==> config.mk <==
export PLATFORM = sky130hd
export DESIGN_NAME = cpu_mode_ctrl_flat
export DESIGN_NICKNAME = d
export VERILOG_FILES = /design/src/rtl/cpu_mode_ctrl_if.sv /design/src/rtl/cpu_mode_ctrl.sv /design/src/flat_wrapper.sv
export SDC_FILE = /design/constraint.sdc
export NUM_CORES = 1
export LEC_CHECK = 0
export ABC_AREA = 0
export BUFFER_PORTS_ARGS = -buffer_cell sky130_fd_sc_hd__buf_2
export CAP_MARGIN = 20
export CORE_MARGIN = 2
export CORE_UTILIZATION = 45
export DETAILED_ROUTE_END_ITERATION = 12
export GPL_TIMING_DRIVEN = 0
export PLACE_DENSITY = 0.82
export SLEW_MARGIN = 20
export SYNTH_ARGS = -nofsm -noshare
export SYNTH_HDL_FRONTEND = slang
export SYNTH_SLANG_ARGS = --single-unit
==> constraint.sdc <==
create_clock -name clk -period 3.5 [get_ports clk]
set_input_delay 0.175 -clock clk [delete_from_list [all_inputs] [get_ports clk]]
set_output_delay 0.175 -clock clk [all_outputs]
set_load 0.01 [all_outputs]
==> src/rtl/cpu_mode_ctrl_if.sv <==
// Memory-port bundle between the mode controller (master) and the program RAM (slave).
interface cpu_mode_ctrl_if #(
    parameter int AW = 8,
    parameter int DW = 8
);
    logic [AW-1:0] mem_addr;
    logic [DW-1:0] mem_wdata;
    logic          mem_we;
    logic          mem_re;
    logic [DW-1:0] mem_rdata;

    modport master (
        output mem_addr,
        output mem_wdata,
        output mem_we,
        output mem_re,
        input  mem_rdata
    );

    modport slave (
        input  mem_addr,
        input  mem_wdata,
        input  mem_we,
        input  mem_re,
        output mem_rdata
    );
endinterface

==> src/rtl/cpu_mode_ctrl.sv <==
// Mode sequencer for the tiny CPU: selects IDLE/IN/CHECK/RUN, muxes the single
// memory port between loader, checker and datapath, and counts RUN cycles.
module cpu_mode_ctrl #(
    parameter int AW = 8,
    parameter int DW = 8,
    parameter int CW = 16
) (
    input  logic          clk,
    input  logic          rst,
    input  logic [1:0]    mode_sel,
    input  logic          mode_go,
    input  logic [DW-1:0] load_data,
    input  logic          load_strobe,
    input  logic          check_next,
    input  logic          cpu_halt,
    input  logic [AW-1:0] cpu_addr,
    input  logic [DW-1:0] cpu_wdata,
    input  logic          cpu_read,
    input  logic          cpu_write,
    cpu_mode_ctrl_if.master mem,
    output logic [1:0]    cpustate,
    output logic [AW-1:0] ld_addr,
    output logic [AW-1:0] chk_addr,
    output logic [DW-1:0] chk_data,
    output logic [CW-1:0] run_cycles
);
    localparam logic [1:0] ST_IDLE  = 2'b00;
    localparam logic [1:0] ST_IN    = 2'b01;
    localparam logic [1:0] ST_CHECK = 2'b10;
    localparam logic [1:0] ST_RUN   = 2'b11;

    logic [1:0]    state_reg, state_next;
    logic [2:0]    hist_reg;
    logic [2:0]    level;
    logic [2:0]    edge_det;
    logic          go_edge, strobe_edge, next_edge;
    logic          wr_pulse_reg;
    logic [DW-1:0] wdata_reg;
    logic [AW-1:0] ld_addr_reg, chk_addr_reg;
    logic [DW-1:0] chk_data_reg;
    logic [CW-1:0] run_cycles_reg;
    logic          enter_in, enter_check, enter_run;

    // Rising-edge detectors: a held level yields a single event.
    assign level       = {check_next, load_strobe, mode_go};
    assign edge_det    = level & ~hist_reg;
    assign go_edge     = edge_det[0];
    assign strobe_edge = edge_det[1];
    assign next_edge   = edge_det[2];

    assign enter_in    = go_edge && (mode_sel == ST_IN);
    assign enter_check = go_edge && (mode_sel == ST_CHECK);
    assign enter_run   = go_edge && (mode_sel == ST_RUN);

    always_ff @(posedge clk or posedge rst) begin
        if (rst) begin
            state_reg <= ST_IDLE;
        end else begin
            state_reg <= state_next;
        end
    end

    // A mode_go edge outranks a halt arriving in the same cycle.
    always_comb begin
        state_next = state_reg;
        if (go_edge) begin
            state_next = mode_sel;
        end else if ((state_reg == ST_RUN) && cpu_halt) begin
            state_next = ST_IDLE;
        end
    end

    always_ff @(posedge clk or posedge rst) begin
        if (rst) begin
            hist_reg       <= '0;
            wr_pulse_reg   <= 1'b0;
            wdata_reg      <= '0;
            ld_addr_reg    <= '0;
            chk_addr_reg   <= '0;
            chk_data_reg   <= '0;
            run_cycles_reg <= '0;
        end else begin
            hist_reg <= level;

            // Only issue a write if we are still in IN when it would happen.
            wr_pulse_reg <= strobe_edge && (state_reg == ST_IN) && (state_next == ST_IN);
            if (strobe_edge && (state_reg == ST_IN)) begin
                wdata_reg <= load_data;
            end

            if (enter_in) begin
                ld_addr_reg <= '0;
            end else if (wr_pulse_reg && !go_edge) begin
                ld_addr_reg <= ld_addr_reg + 1'b1;
            end

            if (enter_check) begin
                chk_addr_reg <= '0;
            end else if ((state_reg == ST_CHECK) && next_edge) begin
                chk_addr_reg <= chk_addr_reg + 1'b1;
            end

            if (state_reg == ST_CHECK) begin
                chk_data_reg <= mem.mem_rdata;
            end

            if (enter_run) begin
                run_cycles_reg <= '0;
            end else if ((state_reg == ST_RUN) && (state_next == ST_RUN) &&
                         (run_cycles_reg != {CW{1'b1}})) begin
                run_cycles_reg <= run_cycles_reg + 1'b1;
            end
        end
    end

    always_comb begin
        mem.mem_addr  = '0;
        mem.mem_wdata = '0;
        mem.mem_we    = 1'b0;
        mem.mem_re    = 1'b0;
        case (state_reg)
            ST_IN: begin
                mem.mem_addr  = ld_addr_reg;
                mem.mem_wdata = wdata_reg;
                mem.mem_we    = wr_pulse_reg;
            end
            ST_CHECK: begin
                mem.mem_addr = chk_addr_reg;
                mem.mem_re   = 1'b1;
            end
            ST_RUN: begin
                mem.mem_addr  = cpu_addr;
                mem.mem_wdata = cpu_wdata;
                mem.mem_we    = cpu_write;
                mem.mem_re    = cpu_read;
            end
            default: begin
                mem.mem_addr = '0;
            end
        endcase
    end

    assign cpustate   = state_reg;
    assign ld_addr    = ld_addr_reg;
    assign chk_addr   = chk_addr_reg;
    assign chk_data   = chk_data_reg;
    assign run_cycles = run_cycles_reg;
endmodule
==> src/flat_wrapper.sv <==
// flat-port wrapper written by rule: the top's interface ports become plain ports
module cpu_mode_ctrl_flat 
#(
    parameter int AW = 8,
    parameter int DW = 8,
    parameter int CW = 16
)
  (clk, rst, mode_sel, mode_go, load_data, load_strobe, check_next, cpu_halt, cpu_addr, cpu_wdata, cpu_read, cpu_write, cpustate, ld_addr, chk_addr, chk_data, run_cycles, mem_mem_addr, mem_mem_wdata, mem_mem_we, mem_mem_re, mem_mem_rdata);
  cpu_mode_ctrl_if #(.AW(AW), .DW(DW)) mem_i ();
  input  logic clk;
  input  logic rst;
  input  logic [1:0] mode_sel;
  input  logic mode_go;
  input  logic [DW-1:0] load_data;
  input  logic load_strobe;
  input  logic check_next;
  input  logic cpu_halt;
  input  logic [AW-1:0] cpu_addr;
  input  logic [DW-1:0] cpu_wdata;
  input  logic cpu_read;
  input  logic cpu_write;
  output logic [1:0] cpustate;
  output logic [AW-1:0] ld_addr;
  output logic [AW-1:0] chk_addr;
  output logic [DW-1:0] chk_data;
  output logic [CW-1:0] run_cycles;
  output wire logic [$bits(mem_i.mem_addr)-1:0] mem_mem_addr;
  output wire logic [$bits(mem_i.mem_wdata)-1:0] mem_mem_wdata;
  output wire logic [$bits(mem_i.mem_we)-1:0] mem_mem_we;
  output wire logic [$bits(mem_i.mem_re)-1:0] mem_mem_re;
  input wire logic [$bits(mem_i.mem_rdata)-1:0] mem_mem_rdata;
  assign mem_mem_addr = mem_i.mem_addr;
  assign mem_mem_wdata = mem_i.mem_wdata;
  assign mem_mem_we = mem_i.mem_we;
  assign mem_mem_re = mem_i.mem_re;
  assign mem_i.mem_rdata = mem_mem_rdata;
  cpu_mode_ctrl #(.AW(AW), .DW(DW), .CW(CW)) u_core (.clk(clk), .rst(rst), .mode_sel(mode_sel), .mode_go(mode_go), .load_data(load_data), .load_strobe(load_strobe), .check_next(check_next), .cpu_halt(cpu_halt), .cpu_addr(cpu_addr), .cpu_wdata(cpu_wdata), .cpu_read(cpu_read), .cpu_write(cpu_write), .mem(mem_i), .cpustate(cpustate), .ld_addr(ld_addr), .chk_addr(chk_addr), .chk_data(chk_data), .run_cycles(run_cycles));
endmodule
==> results of run 1 <==
==> synth_stat cells (all sizes together), types with 2 or more instances <==
| cell type | count | area, µm² |
|---|---|---|
| mux2 | 17 | 191 |
| a21oi | 3 | 15.0 |
| a22o | 9 | 78.8 |
| nand3 | 5 | 25.0 |
| a311oi | 2 | 17.5 |
| nand2b | 2 | 12.5 |
| ha | 3 | 37.5 |
| xnor2 | 7 | 61.3 |
| and2 | 3 | 18.8 |
| and4bb | 2 | 25.0 |
| and4 | 4 | 35.0 |
| nor2 | 32 | 120 |
| and4b | 2 | 20.0 |
| nand2 | 41 | 156 |
| buf | 3 | 13.8 |
| nor2b | 11 | 68.8 |
| o21ai | 2 | 10.0 |
| clkbuf | 8 | 30.0 |
| or3 | 3 | 28.8 |
| and3 | 7 | 43.8 |
| nand4 | 15 | 93.8 |
| xor2 | 17 | 149 |
| mux2i | 12 | 120 |
| inv | 3 | 11.3 |
| dfrtp | 54 | 1350 |
| nor4 | 5 | 31.3 |
==> final timing paths <==
| check | start | endpoint | cells past startpoint |
|---|---|---|---|
| worst max-delay path | u_core.cpustate[1] | mem_mem_wdata[4] | 5 |
| worst min-delay path | mode_go | u_core.hist_reg[0] | 1 |
| worst min register to register | u_core.chk_data[2] | u_core.chk_data[2] | 2 |
| worst max register to register | u_core.run_cycles[0] | u_core.run_cycles[9] | 6 |
| max in group asynchronous | rst | u_core.chk_data[7] | 3 |
| min in group asynchronous | rst | u_core.run_cycles[15] | 3 |
==> routing by layer <==
metal	up-vias	routed length, µm	global-route usage, %
li1	1197	-	-
met1	1152	2850	26.3
met2	78	3170	31.9
met3	8	391	4.27
met4	0	57	4.77
met5	-	0	0
==> kinds of logic (layout without fill, tap and decap cells) <==
family / count (synthesis) / in the layout / synth area share [%]
and+or+nand+nor: 135 / 135 / 25.0
DFF: 54 / 54 / 48.0
muxes: 29 / 29 / 11.1
xor gates and xnor gates: 24 / 24 / 7.47
AOI/OAI and AO/OA: 19 / 19 / 5.16
buffers and inverters: 14 / 125 / 1.96
adders and majority gates: 3 / 3 / 1.33
==> metrics by stage <==
stage	hold WS (ps)	area, µm²	utilization (%)	instances	total power [µW]
after floorplan	206	2810	-	278	1040
after global placement	295	3410	57.0	454	1190
after detailed placement	298	3410	57.0	454	1210
after CTS	2.61	3520	58.8	464	1540
after global routing	0.926	3520	58.8	464	1620
final	15.4	3520	58.8	464	1520
==> layout make-up <==
class	count	area, µm²	area share [%]
multi-input combinational	210	1410	39.9
sequential	54	1350	38.4
timing repair buffer	104	536	15.2
tap	75	93.8	2.67
clock buffer	7	76.3	2.17
buffer	11	43.8	1.24
inverter	3	13.8	0.391
==> timing repair <==
action,in CTS,in global routing
hold buffers,3,0
endpoints found under the hold margin,28,0
setup buffers,0,0
==> power by group through the flow <==
stage               clock [µW]  sequential [µW]  combinational, µW
global route               362              819                437
finish                     324              804                389
CTS                        339              806                397
detailed placement           0              819                394
floorplan                    0              827                217
global placement             0              811                381
==> impl_results.md, run 1 <==
* Skew-Pair Late Insertion Delay at 300 ps
* Flop2flop setup slack at 1390 ps
* Slowest CP cell: dfrtp_1
* CTS Root Cell: clkbuf_8
* DIE HEIGHT at 83.1 µm
* Delay-heaviest family, CP: buffers and inverters
* Area Growth Syn to Fin at 25.2%
* Largest net degree at the start of global routing at 55
* Port Buffers at 101
* Bufs on Longest Clock Path at 2
* Synth Register Bits at 54
* H-tree levels at 2
* Global Route Usage Sum at 19.4%
* Post-DRT Antenna Nets at 0
* Pre-CTS setup slack at 1410 ps
* Post-synth EDFFs at 0
* Crit start category: flop
* Max reg flops at 16
* Crit path time final at 2230 ps
* Clock transition at the registers of the reported paths at 90 ps
* Initial antenna violation count at 0
* Syn_area_per_cell at 10.1 µm²
* Commonest register cell after synthesis: dfrtp_1
* Final setup viols at 0
* Net Switching at 469 µW
* Vias/cell at 5.25
* Pre-Repair DR Iteration Count at 4
* Seq pwr share at 53.0%
* Fraction of layout cells with a size suffix above 1 at 33.4%
* Clk pwr share at 21.4%
* CP Buf/Inv Count at 3
* PostCTS Resize Cnt at 0
* Maximum clock rate at 0.449 GHz
* Die ar. at 6900 µm²
* RePlAce Congestion at 0.834
* Fin crit share at 63.6%
* First-pass GRT wire length at 11.1 mm
* Die width at 83.1 µm
* Max-cap violations at 0
* Final nets at 434
* Max Clock Skew at 4.60 ps
* Max-slew violations at 0
* Final setup margin at 1270 ps
* Unrepaired setup endpoints after global routing: false
* Synth Net Count at 323
* Hold crit path type: in -> reg
* Post-Synthesis Cells at 278
* Run status: finished clean
* Worst endpoint required time at 3320 ps
* Leak pwr at 0.00185 µW
* Grt ovf at 0
* Max incr delay on CP at 500 ps
* DR iter-0 viols at 88
* Yosys cell types at 36
* Total wire length at 6.47 mm
* Peak supply drop at 0.347 mV
* WS Path Type: reg -> out
* Drc violations at 0
* Sequential share of the synthesized area at 48.0%
* Yosys Warn Count at 0
* Detailed placer's ending HPWL at 4.83 mm
* CTS Sinks at 54
* Fillcell total at 553
* DR vias at 2435
* # rows at 28
* CTS tree: done
* Setup TNS at 0 ps
* Most common cell after layout, fill and taps aside: buf_2
* Num CTS Buffers at 5
* Internal at 1050 µW
* Post-Syn Area at 2810 µm²
* Fraction of registers with async set/reset at 100%
* Ant diodes at 0
* Relative slew slack at 41.9%
* Arrival time worst endpoint at 2050 ps
* Drt wl/cell at 13.9 µm
* Gate power share at 25.6%
* Pwr dens at 431 nW/µm²
* Initial Util at 47.0%
* Core region area at 5990 µm²
* Switching share of total power at 30.9%
* Most frequent CP cell: buf_2
* Final Hold Viols at 0
* CP endpoint kind: primary output
* Most frequent cells in the layout: buf_2, dfrtp_1, nand2_1, nor2_1
* Least-Margin Pin Slew at 870 ps
* Vias in the first global route at 2366
* CP max FO at 10
* Cell Chain, Critical Path: clkbuf_1 > buf_2 > mux2i_1 > nor2b_1 > buf_2
* Ports at 102
(Power assumes the default switching activity.)
==> inputs of run 2 (changes only) <==
--- a/config.mk
+++ b/config.mk
@@ -12,7 +12,7 @@
 export CORE_UTILIZATION = 45
 export DETAILED_ROUTE_END_ITERATION = 12
 export GPL_TIMING_DRIVEN = 0
-export PLACE_DENSITY = 0.82
+export PLACE_DENSITY = 0.85
 export SLEW_MARGIN = 20
 export SYNTH_ARGS = -nofsm -noshare
 export SYNTH_HDL_FRONTEND = slang
==> constraint.sdc (replaced) <==
create_clock -name clk -period 2 [get_ports clk]
set_input_delay 0.1 -clock clk [delete_from_list [all_inputs] [get_ports clk]]
set_output_delay 0.1 -clock clk [all_outputs]
set_load 0.01 [all_outputs]
==> impl_results.md, run 2 (synthesis gave the netlist of run 1 again) <==
* Bufs on Longest Clock Path at 2 (unchanged)
* Least-Margin Pin Slew at 653 ps (was 870 ps)
* R2R Path Start: u_core.run_cycles[0] (unchanged)
* Switching share of total power at 28.1% (was 30.9%)
* Total chip power at 3010 µW (was 1520 µW)
* Area Growth Syn to Fin at 32.9% (was 25.2%)
* Vias in the first global route at 2435 (was 2366)
* Ant diodes at 0 (unchanged)
* Multi-input logic area at 1430 µm² (was 1410 µm²)
* CTS tree: done (unchanged)
* Net Switching at 848 µW (was 469 µW)
* Die ar. at 6900 µm² (unchanged)
* Total wire length at 6.65 mm (was 6.47 mm)
* Core region area at 5990 µm² (unchanged)
* R2r worst-path depth at 6 (unchanged)
* CP endpoint kind: flop (was primary output)
* Relative slew slack at 56.5% (was 41.9%)
* Register area at 1350 µm² (about the same)
* CP max FO at 6 (was 10)
* First-pass GRT wire length at 11.3 mm (was 11.1 mm)
* Die width at 83.1 µm (unchanged)
* Gate power share at 24.8% (was 25.6%)
* Num CTS Buffers at 5 (unchanged)
* # rows at 28 (unchanged)
* Most common cell after layout, fill and taps aside: buf_2 (unchanged)
* Final setup viols at 0 (unchanged)
* Worst endpoint required time at 2230 ps (was 3320 ps)
* Largest net degree at the start of global routing at 55 (unchanged)
* Clk pwr share at 29.2% (was 21.4%)
* Drt wl/cell at 13.9 µm (about the same)
* Fillcell total at 508 (was 553)
* H-tree levels at 2 (unchanged)
* Min-delay src: load_data[0] (was mode_go)
* Crit path from: u_core.run_cycles[0] (was u_core.cpustate[1])
* Drc violations at 0 (unchanged)
* Max Clock Skew at 14.3 ps (was 4.60 ps)
* WS Path Type: reg -> reg (was reg -> out)
* Max reg flops at 16 (unchanged)
* DR iter-0 viols at 80 (was 88)
* Crit path time final at 1900 ps
* Internal at 2170 µW (was 1050 µW)
* Pre-Repair DR Iteration Count at 4 (unchanged)
* Grt ovf at 0 (unchanged)
* Run status: finished clean (unchanged)
* Pwr dens at 806 nW/µm² (was 431 nW/µm²)
* Max-slew violations at 0 (unchanged)
* Seq pwr share at 46.1% (was 53.0%)
* Critical R2R Capture: u_core.run_cycles[9] (unchanged)
* Detailed placer's ending HPWL at 4.78 mm (was 4.83 mm)
* Unrepaired setup endpoints after global routing: false (unchanged)
* Hold crit path type: in -> reg (unchanged)
* Final nets at 447 (was 434)
* Flop2flop setup slack at 100 ps (was 1390 ps)
* Max-cap violations at 0 (unchanged)
* Ports at 102 (unchanged)
* Crit start category: flop (unchanged)
* Arrival time worst endpoint at 2130 ps (was 2050 ps)
* CTS Root Cell: clkbuf_8 (unchanged)
* Post-DRT Antenna Nets at 0 (unchanged)
* Fraction of layout cells with a size suffix above 1 at 37.0% (was 33.4%)
* Port Buffers at 101 (unchanged)
* Initial Util at 47.0% (unchanged)
* Hold worst-path end: u_core.wdata_reg[0] (was u_core.hist_reg[0])
* Peak supply drop at 0.540 mV (was 0.347 mV)
* CTS Sinks at 54 (unchanged)
* Final Hold Viols at 0 (unchanged)
* Most frequent cells in the layout: buf_2, dfrtp_1, nand2_1, nor2_1 (unchanged)
* RePlAce Congestion at 0.817 (was 0.834)
* Fin crit share at 95.0%
* DR vias at 2508 (was 2435)
* Vias/cell at 5.25 (about the same)
* Initial antenna violation count at 0 (unchanged)
* Final design utilization at 62.4% (was 58.8%)
* Skew-Pair Late Insertion Delay at 300 ps (about the same)
* Clock transition at the registers of the reported paths at 90 ps (about the same)
* Global Route Usage Sum at 19.6% (was 19.4%)
* Maximum clock rate at 0.526 GHz
* Leak pwr at 0.00196 µW (was 0.00185 µW)
* Final hold slack at 27.9 ps (was 15.4 ps)
* Worst Hold Depth at 2 (was 1)
* DIE HEIGHT at 83.1 µm (unchanged)
[run 2: cell count changes in the layout (fill, tap and decap cells not counted), sizes merged]
| cell | previous run | this run |
|---|---|---|
| dlygate4sd3 | 3 | 12 |
| bufinv | 0 | 2 |
| clkbuf | 15 | 13 |
| buf | 104 | 109 |
[run 2: metal layers]
| metal | share of wire [%] | GRT usage [%] | wire length [µm] | vias to the layer above |
|---|---|---|---|---|
| met4 | 0.47 | 3.87 | 31 | 0 |
| met1 | 45 | 25.6 | 2980 | 1209 |
| li1 | - | - | - | 1228 |
| met3 | 4.8 | 4.17 | 322 | 4 |
| met5 | 0 | 0 | 0 | - |
| met2 | 50 | 33.7 | 3320 | 67 |
[run 2: worst max-delay path by stage]
stage,endpoint,slack (ps),cells past startpoint
after global placement,u_core.wdata_reg[7],-80,2
after CTS,mem_mem_addr[1],20,5
after floorplan,u_core.run_cycles[9],7,6
final,u_core.run_cycles[9],100,6
after global routing,u_core.run_cycles[9],10,6
after detailed placement,u_core.run_cycles[9],-80,6
[run 2: through the flow]
| step | TNS (ps) | area, µm² | worst slack (ps) | instances |
|---|---|---|---|---|
| 2_1_floorplan | 0 | 2810 | 6.61 | 278 |
| 3_3_place_gp | -4430 | 3410 | -82.7 | 454 |
| 3_5_place_dp | -86.9 | 3410 | -76.2 | 454 |
| 4_1_cts | 0 | 3700 | 16.8 | 476 |
| 5_1_grt | 0 | 3740 | 10.5 | 478 |
| 6_report | 0 | 3740 | 99.3 | 478 |
[run 2: worst max-delay path, cell delays in order (launching register included)]
cell      delay (ps)
dfrtp_1          400
ha_2             210
nand4_1          150
and4bb_4         240
or3_4            400
or3_1            310
a21oi_1          120
[run 2: cell type report]
class	count	share of cell area, %
Buffer	11	1.41
Clock buffer	6	2.21
Clock inverter	2	1.61
Inverter	3	0.368
Multi-Input combinational cell	210	38.2
Sequential cell	54	36.2
Tap cell	75	2.51
Timing Repair Buffer	117	17.5
[run 2: timing repair]
action | CTS | global route
resized for setup | 5 | 12
endpoints found under the setup margin | 19 | 26
pin swaps | 0 | 3
endpoints found under the hold margin | 65 | 0
setup buffers | 2 | 2
hold buffers | 12 | 0
[run 2: power by group through the flow]
stage	sequential, µW	clock (µW)	combinational, µW
after CTS	1390	902	750
after floorplan	1450	0	380
after global routing	1420	942	836
after detailed placement	1420	0	688
final	1390	879	746
after global placement	1420	0	666
